$ cat config.mk
export PLATFORM = sky130hd
export DESIGN_NAME = fetch_stage_flat
export DESIGN_NICKNAME = d
export VERILOG_FILES = /design/src/rtl/cpu_types_pkg.sv /design/src/rtl/hazard_unit_if.sv /design/src/rtl/fetch_stage.sv /design/src/flat_wrapper.sv
export SDC_FILE = /design/constraint.sdc
export NUM_CORES = 1
export LEC_CHECK = 0
export CAP_MARGIN = 20
export CORE_ASPECT_RATIO = 1.25
export CORE_MARGIN = 2
export CORE_UTILIZATION = 43
export CTS_CLUSTER_SIZE = 25
export DETAILED_ROUTE_END_ITERATION = 10
export PLACE_DENSITY = 0.85
export SLEW_MARGIN = 20
export SYNTH_ARGS = -nofsm -noshare
export SYNTH_HDL_FRONTEND = slang
export SYNTH_SLANG_ARGS = --single-unit
$ cat constraint.sdc
create_clock -name CLK -period 1.9 [get_ports CLK]
set_input_delay 0.38 -clock CLK [delete_from_list [all_inputs] [get_ports CLK]]
set_output_delay 0.38 -clock CLK [all_outputs]
set_load 0.02 [all_outputs]
$ cat src/rtl/cpu_types_pkg.sv
// Shared CPU types: machine word, fetch FSM encoding and front-end reset constants.
package cpu_types_pkg;

    typedef logic [31:0] word_t;

    typedef enum logic [1:0] {
        FETCH  = 2'd0,
        HELD   = 2'd1,
        HALTED = 2'd2
    } fetch_state_t;

    localparam word_t PC_INIT_DEFAULT = 32'h0000_0000;
    // sll $0,$0,0
    localparam word_t NOP_WORD        = 32'h0000_0000;

endpackage

$ cat src/rtl/hazard_unit_if.sv
// Hazard-unit to fetch-stage control bundle.
interface hazard_unit_if;
    logic h_pcen;
    logic ifid_pause;

    modport hu    (output h_pcen, output ifid_pause);
    modport fetch (input h_pcen, input ifid_pause);
endinterface

$ cat src/rtl/fetch_stage.sv
// Instruction fetch and IF/ID latch: PC register, one-entry hold buffer, fetch FSM.
// Handshake: an instruction is accepted when ihit=1; it moves into IF/ID only on an edge with advance=1.
module fetch_stage #(
    parameter cpu_types_pkg::word_t PC_INIT  = cpu_types_pkg::PC_INIT_DEFAULT,
    parameter cpu_types_pkg::word_t NOP_WORD = cpu_types_pkg::NOP_WORD
) (
    input  logic                        CLK,
    input  logic                        RST,
    input  logic                        ihit,
    input  logic [31:0]                 imemload,
    hazard_unit_if.fetch                hu,
    input  logic                        dmem_stall,
    input  logic                        redirect_en,
    input  logic [31:0]                 redirect_pc,
    input  logic                        halt,
    output logic                        imemREN,
    output logic [31:0]                 imemaddr,
    output logic [31:0]                 ifid_instr,
    output logic [31:0]                 ifid_npc,
    output logic                        ifid_valid,
    output cpu_types_pkg::fetch_state_t state_dbg
);
    import cpu_types_pkg::*;

    fetch_state_t state, state_n;
    word_t        pc, pc_n, pc_plus4;
    word_t        buffer, buffer_n;
    word_t        instr_n, npc_n;
    logic         valid_n;
    logic         advance;

    assign advance  = hu.h_pcen & ~hu.ifid_pause & ~dmem_stall;
    assign pc_plus4 = pc + 32'd4;

    always_ff @(posedge CLK) begin
        if (RST) begin
            state      <= FETCH;
            pc         <= {PC_INIT[31:2], 2'b00};
            buffer     <= '0;
            ifid_instr <= NOP_WORD;
            ifid_npc   <= '0;
            ifid_valid <= 1'b0;
        end else begin
            state      <= state_n;
            pc         <= {pc_n[31:2], 2'b00};
            buffer     <= buffer_n;
            ifid_instr <= instr_n;
            ifid_npc   <= npc_n;
            ifid_valid <= valid_n;
        end
    end

    // Priority: halt > sticky HALTED > redirect > normal fetch; a stalled MEM stage masks halt/redirect.
    always_comb begin
        state_n  = state;
        pc_n     = pc;
        buffer_n = buffer;
        instr_n  = ifid_instr;
        npc_n    = ifid_npc;
        valid_n  = ifid_valid;
        if (!dmem_stall && halt) begin
            state_n = HALTED;
            instr_n = NOP_WORD;
            npc_n   = '0;
            valid_n = 1'b0;
        end else if (state == HALTED) begin
            if (advance) begin
                instr_n = NOP_WORD;
                npc_n   = '0;
                valid_n = 1'b0;
            end
        end else if (!dmem_stall && redirect_en) begin
            state_n  = FETCH;
            pc_n     = redirect_pc;
            buffer_n = '0;
            instr_n  = NOP_WORD;
            npc_n    = '0;
            valid_n  = 1'b0;
        end else begin
            case (state)
                FETCH: begin
                    if (ihit && advance) begin
                        instr_n = imemload;
                        npc_n   = pc_plus4;
                        valid_n = 1'b1;
                        pc_n    = pc_plus4;
                    end else if (ihit) begin
                        buffer_n = imemload;
                        state_n  = HELD;
                    end else if (advance) begin
                        instr_n = NOP_WORD;
                        npc_n   = '0;
                        valid_n = 1'b0;
                    end
                end
                HELD: begin
                    if (advance) begin
                        instr_n = buffer;
                        npc_n   = pc_plus4;
                        valid_n = 1'b1;
                        pc_n    = pc_plus4;
                        state_n = FETCH;
                    end
                end
                default: state_n = FETCH;
            endcase
        end
    end

    always_comb begin
        imemREN   = (state == FETCH);
        imemaddr  = pc;
        state_dbg = state;
    end

endmodule

$ cat src/flat_wrapper.sv
// flat-port wrapper written by rule: the top's interface ports become plain ports
module fetch_stage_flat import cpu_types_pkg::*;
#(
    parameter cpu_types_pkg::word_t PC_INIT  = cpu_types_pkg::PC_INIT_DEFAULT,
    parameter cpu_types_pkg::word_t NOP_WORD = cpu_types_pkg::NOP_WORD
)
  (CLK, RST, ihit, imemload, dmem_stall, redirect_en, redirect_pc, halt, imemREN, imemaddr, ifid_instr, ifid_npc, ifid_valid, state_dbg, hu_h_pcen, hu_ifid_pause);
  hazard_unit_if hu_i ();
  input  logic CLK;
  input  logic RST;
  input  logic ihit;
  input  logic [31:0] imemload;
  input  logic dmem_stall;
  input  logic redirect_en;
  input  logic [31:0] redirect_pc;
  input  logic halt;
  output logic imemREN;
  output logic [31:0] imemaddr;
  output logic [31:0] ifid_instr;
  output logic [31:0] ifid_npc;
  output logic ifid_valid;
  output cpu_types_pkg::fetch_state_t state_dbg;
  input wire logic [$bits(hu_i.h_pcen)-1:0] hu_h_pcen;
  input wire logic [$bits(hu_i.ifid_pause)-1:0] hu_ifid_pause;
  assign hu_i.h_pcen = hu_h_pcen;
  assign hu_i.ifid_pause = hu_ifid_pause;
  fetch_stage #(.PC_INIT(PC_INIT), .NOP_WORD(NOP_WORD)) u_core (.CLK(CLK), .RST(RST), .ihit(ihit), .imemload(imemload), .hu(hu_i), .dmem_stall(dmem_stall), .redirect_en(redirect_en), .redirect_pc(redirect_pc), .halt(halt), .imemREN(imemREN), .imemaddr(imemaddr), .ifid_instr(ifid_instr), .ifid_npc(ifid_npc), .ifid_valid(ifid_valid), .state_dbg(state_dbg));
endmodule
==> impl_metrics.env, run 1 <==
export IMPL_synth_area_um2=6073
export IMPL_io_pins=172
export IMPL_initial_core_util=0.4397
export IMPL_p_leak_nw=3.607
export IMPL_drc_errors=0
export IMPL_ys_seq_area_frac=0.4252
export IMPL_h_tree_depth=4
export IMPL_clk_path_buf_depth=2
export IMPL_wl_per_cell_um=17.38
export IMPL_clockRootBuffer="clkbuf_16"
export IMPL_status="finished, final reports clean"
export IMPL_hold_viol_final=0
export IMPL_post_route_util=0.6746
export IMPL_place_hpwl_mm=13.60
export IMPL_n_antenna_cell=0
export IMPL_seqPwrFrac=0.396
export IMPL_num_rows=48
export IMPL_finalCriticalPeriod_ns=1.862
export IMPL_tns_ns=0
export IMPL_final_common_cell="clkdlybuf4s50_1"
export IMPL_area_growth_pct=53.44
export IMPL_cp_slowest_cell="clkdlybuf4s50_1"
export IMPL_yosysWarnings=0
export IMPL_worstPathRequired_ns=1.52
export IMPL_cp_top_family="buffers and inverters"
export IMPL_cp_end_kind="output port"
export IMPL_route_final_wire_length_mm=19.68
export IMPL_ant_nets=0
export IMPL_synth_seq_cells=129
export IMPL_clkLatencyLatePin_ns=0.42
export IMPL_gp_congestion=0.9206
export IMPL_path_cells="clkdlybuf4s50_1"
export IMPL_synthAdderAreaFrac=0.002060
export IMPL_die_h_um=136.9
export IMPL_die_w_um=110.3
export IMPL_finalCritPeriodShare=0.9799
export IMPL_p_comb_frac=0.136
export IMPL_p_sw_mw=1.784
export IMPL_gr_total_overflow=0
export IMPL_nets=1017
export IMPL_cts_num_sinks=129
export IMPL_cts_inserted_buffers=17
export IMPL_hp_class="in2reg"
export IMPL_hold_ws_ns=0.2031
export IMPL_max_freq_mhz=537.1
export IMPL_slew_violations=0
export IMPL_async_flop_share=0
export IMPL_switching_share=0.2483
export IMPL_synthSimpleGateAreaFrac=0.2268
export IMPL_fp_coreArea_um2=13810
export IMPL_final_setup_viol_count=0
export IMPL_synth_flop_cell="dfxtp_1"
export IMPL_num_vias=6466
export IMPL_final_cell_mix="clkdlybuf4s50_1 (134), dfxtp_1 (120), buf_4 (87)"
export IMPL_muxShareOfSynthArea=0.001648
export IMPL_p_per_area_nw_per_um2=770.7
export IMPL_dieArea_um2=15100
export IMPL_critical_path_max_fanout=5
export IMPL_cpPeakStageDelay_ns=0.65
export IMPL_drive_above_1_share=0.1776
export IMPL_synthCells=721
export IMPL_initialDrtViolationCount=529
export IMPL_io_buffers=167
export IMPL_peakVddDrop_mv=0.5751
export IMPL_cts_tree="yes"
export IMPL_max_cap_violations=0
export IMPL_clk_pin_slew_worst_paths_ns=0.06
export IMPL_synthXorXnorAreaFrac=0.04038
export IMPL_synth_avg_cell_area_um2=8.423
export IMPL_pwr_share_clk=0.468
export IMPL_skew_ns=0.007684
export IMPL_synth_top_family_by_area="compound AO/OA/AOI/OAI gates"
export IMPL_crit_buf_inv=1
export IMPL_worstSetupStartpointType="flop"
export IMPL_grt_pass1_wl_mm=30.30
export IMPL_drtPass1Iterations=5
export IMPL_synth_edf_count=0
export IMPL_critPathArrivalTime_ns=1.48
export IMPL_finalWorstSetupSlack_ns=0.03819
export IMPL_post_place_ws_ns=-0.4389
export IMPL_grt_pass1_vias=6133
export IMPL_crit_type="reg2out"
export IMPL_grtUsageTotal=0.2581
export IMPL_avgViaCountPerCell=5.712
export IMPL_synthDistinctLibCells=57
export IMPL_synth_compound_gate_area_share=0.2526
export IMPL_grt_max_degree=36
export IMPL_p_int_mw=5.398
export IMPL_antenna_found_initial=0
==> synthesized netlist by cell type (3+ instances only) <==
cell type  instances  area share
a21oi_1           53       0.044
a22o_1            39       0.056
a22oi_1           47       0.058
a31oi_1            8      0.0082
and3_1             7      0.0072
buf_1              9      0.0056
buf_2             21       0.017
clkbuf_1          32       0.020
dfxtp_1          129        0.43
inv_1              9      0.0056
nand2_1           64       0.040
nand2b_1           6      0.0062
nand3_1           52       0.043
nand4_1           10       0.010
nor2_1            84       0.052
nor2b_1            7      0.0072
nor3_1             7      0.0058
nor4_1             6      0.0062
nor4_2             4      0.0082
o21a_1             3      0.0037
o21ai_0           18       0.015
o2bb2ai_1         20       0.029
o31a_1             5      0.0072
o32ai_1            7       0.010
or3_1              4      0.0041
xnor2_1           16       0.023
xor2_1            12       0.017
==> logic make-up (layout without fill, tap and decap cells) <==
group	Yosys count	count (layout)
simple gates	272	272
compound gates	216	216
flops	129	129
buf+inv	73	308
xor+xnor	28	28
fa+ha+maj	1	1
other cells	1	2
mux	1	1
==> layer usage <==
layer,wire length [um],global-route usage
met5,0,0
met4,531,0.1118
met3,1491,0.06381
met2,9966,0.4458
met1,7687,0.2995
==> path summary, 6_finish.rpt <==
kind	from	end	slack (ns)	cells past startpoint
min reg2reg	u_core.buffer[28]	u_core.buffer[28]	0.45	2
max	u_core.imemaddr[31]	imemaddr[31]	0.04	1
max reg2reg	u_core.imemaddr[2]	u_core.imemaddr[30]	0.07	6
min	RST	u_core.state_dbg[1]	0.20	2
==> state kept, by name, indices dropped and copies added (netlist names) <==
signal             count
u_core.buffer         32
u_core.imemaddr       30
u_core.ifid_valid      1
u_core.ifid_npc       32
u_core.ifid_instr     32
u_core.state_dbg       2
==> what timing repair did <==
item                       CTS  global route
pin swaps                    1            12
setup endpoints to repair   26            64
hold buffers                 0             0
buffers inserted             0             4
gates resized for setup     24            26
gates cloned                 0             1
==> stage by stage <==
step	instances	area, um^2	power (mW)
2_1_floorplan	722	6102	3.346
3_3_place_gp	1095	8587	3.836
3_5_place_dp	1095	8587	3.851
4_1_cts	1127	9164	7.179
5_1_grt	1132	9319	7.433
6_report	1132	9319	7.182
==> layout make-up <==
| cell class | instances | area (um^2) |
|---|---|---|
| clock buffer | 22 | 474.2 |
| clock inverter | 10 | 132.6 |
| tap | 175 | 219.0 |
| timing repair buffer | 267 | 2566 |
| fill | 1062 | 4494 |
| sequential | 129 | 2596 |
| multi-input combinational | 520 | 3297 |
| inverter | 9 | 33.78 |
==> power groups by stage <==
stage / registers (mW) / clock network (mW) / logic (mW)
after floorplan: 2.93 / 0 / 0.417
after CTS: 2.84 / 3.39 / 0.947
after global routing: 2.85 / 3.54 / 1.05
final: 2.84 / 3.36 / 0.979
after detailed placement: 2.90 / 0 / 0.955
after global placement: 2.89 / 0 / 0.943
Power figures use the tool's default switching activity.
==> run 2, diff against run 1 <==
CORE_UTILIZATION = 30   (was 43)
PLACE_DENSITY = 0.66   (was 0.85)
==> run 2 against run 1 <==
  * The run now ends with negative setup slack left
  * Worst setup slack lost 0.068 ns
  * Via count shrank 2.6%
  * Fmax shrank 3.5%
  * Wire length grew 2.9%
  * Hold slack gained 0.15 ns
  * Largest cell class unchanged
==> impl_metrics.env, run 2 (synthesis results as in run 1) <==
export IMPL_hp_class="in2reg"
export IMPL_nets=1026
export IMPL_finalCritPeriodShare=1.016
export IMPL_cts_num_sinks=129
export IMPL_switching_share=0.2555
export IMPL_grt_max_degree=33
export IMPL_max_cap_violations=0
export IMPL_pwr_share_clk=0.483
export IMPL_drtPass1Iterations=5
export IMPL_num_rows=58
export IMPL_max_freq_mhz=518.2
export IMPL_clk_pin_slew_worst_paths_ns=0.06
export IMPL_cts_hold_buf=0
export IMPL_gr_total_overflow=0
export IMPL_clockRootBuffer="clkbuf_16"
export IMPL_worstSetupStartpointType="flop"
export IMPL_route_final_wire_length_mm=20.25
export IMPL_cts_inserted_buffers=17
export IMPL_io_pins=172
export IMPL_violations="negative setup slack"
export IMPL_skew_ns=0.009546
export IMPL_slew_violations=0
export IMPL_n_antenna_cell=0
export IMPL_initialDrtViolationCount=416
export IMPL_top_regs="u_core.buffer: 32 flops, u_core.ifid_instr: 32 flops, u_core.ifid_npc: 32 flops"
export IMPL_power_mw=7.364
export IMPL_antenna_found_initial=0
export IMPL_hold_ws_ns=0.3482
export IMPL_fin_area_um2=9503
export IMPL_p_comb_frac=0.131
export IMPL_place_hpwl_mm=14.58
export IMPL_stdcell_count=1236
export IMPL_h_tree_depth=4
export IMPL_fp_coreArea_um2=20030
export IMPL_wl_per_cell_um=16.38
export IMPL_status="finished with violations"
export IMPL_grt_pass1_wl_mm=32.20
export IMPL_gp_congestion=0.8414
export IMPL_hold_viol_final=0
export IMPL_initial_core_util=0.3032
export IMPL_finalWorstSetupSlack_ns=-0.02989
export IMPL_path_common_cell="nand4_1"
export IMPL_seqPwrFrac=0.385
export IMPL_cp_slowest_cell="nor4_4"
export IMPL_cp_end_kind="flop"
export IMPL_p_int_mw=5.482
export IMPL_die_h_um=163.1
export IMPL_path_cells="ha_4, nand4_1, nor4_4, nand4_1, buf_4, a21oi_2, o32ai_2"
export IMPL_worst_slew_pin_slew_ns=0.5119
export IMPL_placed_cell_area_um2=8698
export IMPL_p_sw_mw=1.882
export IMPL_clk_path_buf_depth=2
export IMPL_avgViaCountPerCell=5.098
export IMPL_grt_pass1_vias=6156
export IMPL_clkLatencyLatePin_ns=0.42
export IMPL_area_growth_pct=56.47
export IMPL_worstPathRequired_ns=2.19
export IMPL_cpPeakStageDelay_ns=0.44
export IMPL_die_w_um=131.3
export IMPL_drc_errors=0
export IMPL_dieArea_um2=21410
export IMPL_peakVddDrop_mv=0.6220
export IMPL_dp_cells=1194
export IMPL_holdPathStages=3
export IMPL_cts_tree="yes"
export IMPL_p_leak_nw=3.576
export IMPL_final_cell_mix="clkdlybuf4s50_1 (134), dfxtp_1 (121), buf_4 (98)"
export IMPL_r2r_cells=7
export IMPL_ant_nets=0
export IMPL_drive_above_1_share=0.1946
export IMPL_post_place_ws_ns=-0.4924
export IMPL_finalCriticalPeriod_ns=1.930
export IMPL_grtUsageTotal=0.1876
export IMPL_slew_headroom=0.6575
export IMPL_io_buffers=167
export IMPL_final_common_cell="clkdlybuf4s50_1"
export IMPL_rsz0062_at_grt="yes"
export IMPL_critPathArrivalTime_ns=2.22
export IMPL_final_setup_viol_count=1
export IMPL_crit_type="reg2reg"
export IMPL_critical_path_max_fanout=4
export IMPL_num_vias=6301
export IMPL_p_per_area_nw_per_um2=774.9
[run 2: cell count changes in the layout (fill, tap and decap cells not counted), sizes merged, moves of 2 or more]
cell	change
dlymetal6s2s	-5
buf	+9
clkbuf	-5
inv	+5
clkinvlp	-2
dlygate4sd2	+5
[run 2: cell type report]
class,count,area [um^2]
Sequential cell,129,2597
Fill cell,1952,10530
Clock inverter,14,202.7
Clock buffer,18,439.2
Timing Repair Buffer,275,2565
Tap cell,270,337.8
Multi-Input combinational cell,521,3327
Inverter,9,33.78
[run 2: power groups by stage]
| stage | clock, mW | combinational [mW] | sequential [mW] |
|---|---|---|---|
| 3_5_place_dp | 0 | 0.955 | 2.90 |
| 2_1_floorplan | 0 | 0.417 | 2.93 |
| 5_1_grt | 3.77 | 1.05 | 2.85 |
| 4_1_cts | 3.64 | 0.949 | 2.84 |
| 3_3_place_gp | 0 | 0.949 | 2.89 |
| 6_report | 3.56 | 0.966 | 2.84 |
[run 2: repair_timing]
action | 4_1_cts | 5_1_grt
endpoints found under the setup margin | 33 | 24
pin swaps | 6 | 11
buffers inserted | 3 | 7
gates resized for setup | 31 | 23
cloned | 1 | 0
[run 2: critical path: cells and delay by family, from the launching register on]
family | cells | cell delay [ns]
flops | 1 | 0.37
simple gates | 3 | 0.88
fa+ha+maj | 1 | 0.13
buf+inv | 1 | 0.21
compound gates | 2 | 0.21
[run 2: final timing paths]
path / from / end / slack [ns]
setup / recovery: u_core.imemaddr[2] / u_core.imemaddr[26] / -0.03
hold / removal: RST / u_core.state_dbg[0] / 0.35
setup reg to reg: u_core.imemaddr[2] / u_core.imemaddr[26] / -0.03
hold reg to reg: u_core.buffer[11] / u_core.buffer[11] / 0.45
[run 2: stage by stage]
stage | util | setup TNS [ns]
2_1_floorplan | - | -0.01690
3_3_place_gp | 0.4343 | -41.01
3_5_place_dp | 0.4343 | -44.95
4_1_cts | 0.4666 | 0
5_1_grt | 0.4745 | -0.4244
6_report | 0.4745 | -0.02989
[run 2: layer usage]
metal | routed length (um) | global-route usage | vias to the layer above
li1 | - | - | 3097
met2 | 10310 | 0.3278 | 202
met1 | 8494 | 0.2238 | 2977
met3 | 1173 | 0.04997 | 25
met4 | 273 | 0.06423 | 0
met5 | 0 | 0 | -
==> run 3, diff against run 2 <==
CELL_PAD_IN_SITES_DETAIL_PLACEMENT = 1   (was not set)
CELL_PAD_IN_SITES_GLOBAL_PLACEMENT = 1   (was not set)
CORE_ASPECT_RATIO = 1.5   (was 1.25)
PLACE_DENSITY = 0.82   (was 0.66)
==> run 3 against run 2 <==
  * The flow now finishes without violations
  * Sequential share of layout area is 0.29 points lower
  * Die area is essentially flat
  * First-iteration DRC count down 11%
  * Sequential power is essentially flat
  * Global-route usage grew 3.2 points
  * Clock power increased by 5%
  * Critical path depth fell by 2
==> impl_metrics.env, run 3 (synthesis results as in run 1) <==
export IMPL_io_buffers=167
export IMPL_grt_pass1_wl_mm=36.87
export IMPL_drtPass1Iterations=5
export IMPL_place_hpwl_mm=16.67
export IMPL_antenna_found_initial=0
export IMPL_hold_viol_final=0
export IMPL_die_w_um=120.2
export IMPL_grt_max_degree=33
export IMPL_slew_violations=0
export IMPL_critical_path_max_fanout=5
export IMPL_skew_ns=0.01809
export IMPL_fp_coreArea_um2=19790
export IMPL_num_rows=63
export IMPL_die_h_um=178.3
export IMPL_cp_slowest_cell="dfxtp_2"
export IMPL_clkLatencyLatePin_ns=0.43
export IMPL_worstPathRequired_ns=2.19
export IMPL_ant_nets=0
export IMPL_path_depth=5
export IMPL_worstSetupStartpointType="flop"
export IMPL_area_growth_pct=58.90
export IMPL_drive_above_1_share=0.2058
export IMPL_cts_tree="yes"
export IMPL_cts_inserted_buffers=17
export IMPL_grtUsageTotal=0.2200
export IMPL_n_antenna_cell=0
export IMPL_finalCriticalPeriod_ns=1.888
export IMPL_drc_errors=0
export IMPL_initial_core_util=0.3070
export IMPL_post_place_ws_ns=-0.4862
export IMPL_h_tree_depth=4
export IMPL_final_cell_mix="clkdlybuf4s50_1 (130), dfxtp_1 (115), buf_4 (95)"
export IMPL_wl_per_cell_um=19.58
export IMPL_finalWorstSetupSlack_ns=0.01215
export IMPL_r2r_cells=5
export IMPL_power_mw=7.588
export IMPL_clockRootBuffer="clkbuf_16"
export IMPL_dieArea_um2=21420
export IMPL_cpPeakStageDelay_ns=0.42
export IMPL_finalCritPeriodShare=0.9936
export IMPL_path_cells="nand3_4, or3_4, or3_4, nor4_2, nor4_2"
export IMPL_worst_slew_pin_slew_ns=0.4975
export IMPL_peakVddDrop_mv=0.5157
export IMPL_max_freq_mhz=529.7
export IMPL_max_cap_violations=0
export IMPL_route_final_wire_length_mm=24.02
export IMPL_p_per_area_nw_per_um2=786.3
export IMPL_final_common_cell="clkdlybuf4s50_1"
export IMPL_nets=1027
export IMPL_p_leak_nw=3.690
export IMPL_num_vias=6626
export IMPL_clk_path_buf_depth=2
export IMPL_clk_pin_slew_worst_paths_ns=0.06
export IMPL_fin_area_um2=9651
export IMPL_hp_class="in2reg"
export IMPL_tns_ns=0
export IMPL_io_pins=172
export IMPL_top_regs="u_core.buffer: 32 flops, u_core.ifid_instr: 32 flops, u_core.ifid_npc: 32 flops"
export IMPL_slew_headroom=0.6671
export IMPL_holdPathStages=3
export IMPL_gr_total_overflow=0
export IMPL_cp_top_family="simple AND/OR/NAND/NOR gates"
export IMPL_grt_pass1_vias=6941
export IMPL_gp_congestion=0.8016
export IMPL_cp_end_kind="flop"
export IMPL_placed_cell_area_um2=8748
export IMPL_crit_type="reg2reg"
export IMPL_status="finished, final reports clean"
export IMPL_final_setup_viol_count=0
export IMPL_initialDrtViolationCount=370
export IMPL_critPathArrivalTime_ns=2.18
export IMPL_cts_num_sinks=129
export IMPL_rsz0062_at_grt="yes"
export IMPL_hold_ws_ns=0.3073
export IMPL_avgViaCountPerCell=5.400
export IMPL_crit_buf_inv=0
==> run 3: changes by cell type in the layout (fill, tap and decap cells not counted), moves of 3 or more <==
cell	change
dfxtp_1	-6
clkinv_4	+3
buf_4	-3
clkdlybuf4s50_1	-4
dlymetal6s2s_1	+3
buf_12	+4
inv_6	-3
dfxtp_2	+4
==> run 3: layout make-up <==
cell class	instances	area, um^2
Sequential cell	129	2610
Clock buffer	18	439.2
Inverter	9	33.78
Multi-Input combinational cell	520	3374
Timing Repair Buffer	277	2640
Clock inverter	14	227.7
Fill cell	2241	10130
Tap cell	260	325.3
==> run 3: final timing paths <==
path                                    startpoint                   to  slack (ns)
worst min-delay path                           RST  u_core.state_dbg[0]        0.31
worst max-delay path            u_core.imemaddr[6]  u_core.imemaddr[21]        0.01
worst min register to register   u_core.buffer[17]    u_core.buffer[17]        0.45
worst max register to register  u_core.imemaddr[6]  u_core.imemaddr[21]        0.01
==> run 3: timing repair <==
action	CTS	global route
setup endpoints to repair	58	28
pin swaps	11	9
resized for setup	40	36
setup buffers	8	3
hold buffers	0	0
==> run 3: metal layers <==
layer | part of all wire | track usage
met5 | 0 | 0
met4 | 0.020 | 0.08578
met3 | 0.039 | 0.03740
met2 | 0.55 | 0.4190
met1 | 0.39 | 0.2388
==> run 3: through the flow <==
stage	utilization	instances
global route	0.4878	1227
finish	0.4878	1227
detailed placement	0.4422	1184
global placement	0.4422	1184
CTS	0.4795	1224
floorplan	-	722
==> run 3: where the power goes <==
| group | internal (mW) | switching, mW |
|---|---|---|
| registers | 2.78 | 0.0667 |
| clock network | 2.39 | 1.35 |
| logic | 0.456 | 0.547 |
==> run 3: tightest hold or removal path, delay by kind of cell <==
family / cells / cell delay (ns)
simple gates: 2 / 0.21
buf+inv: 1 / 0.11
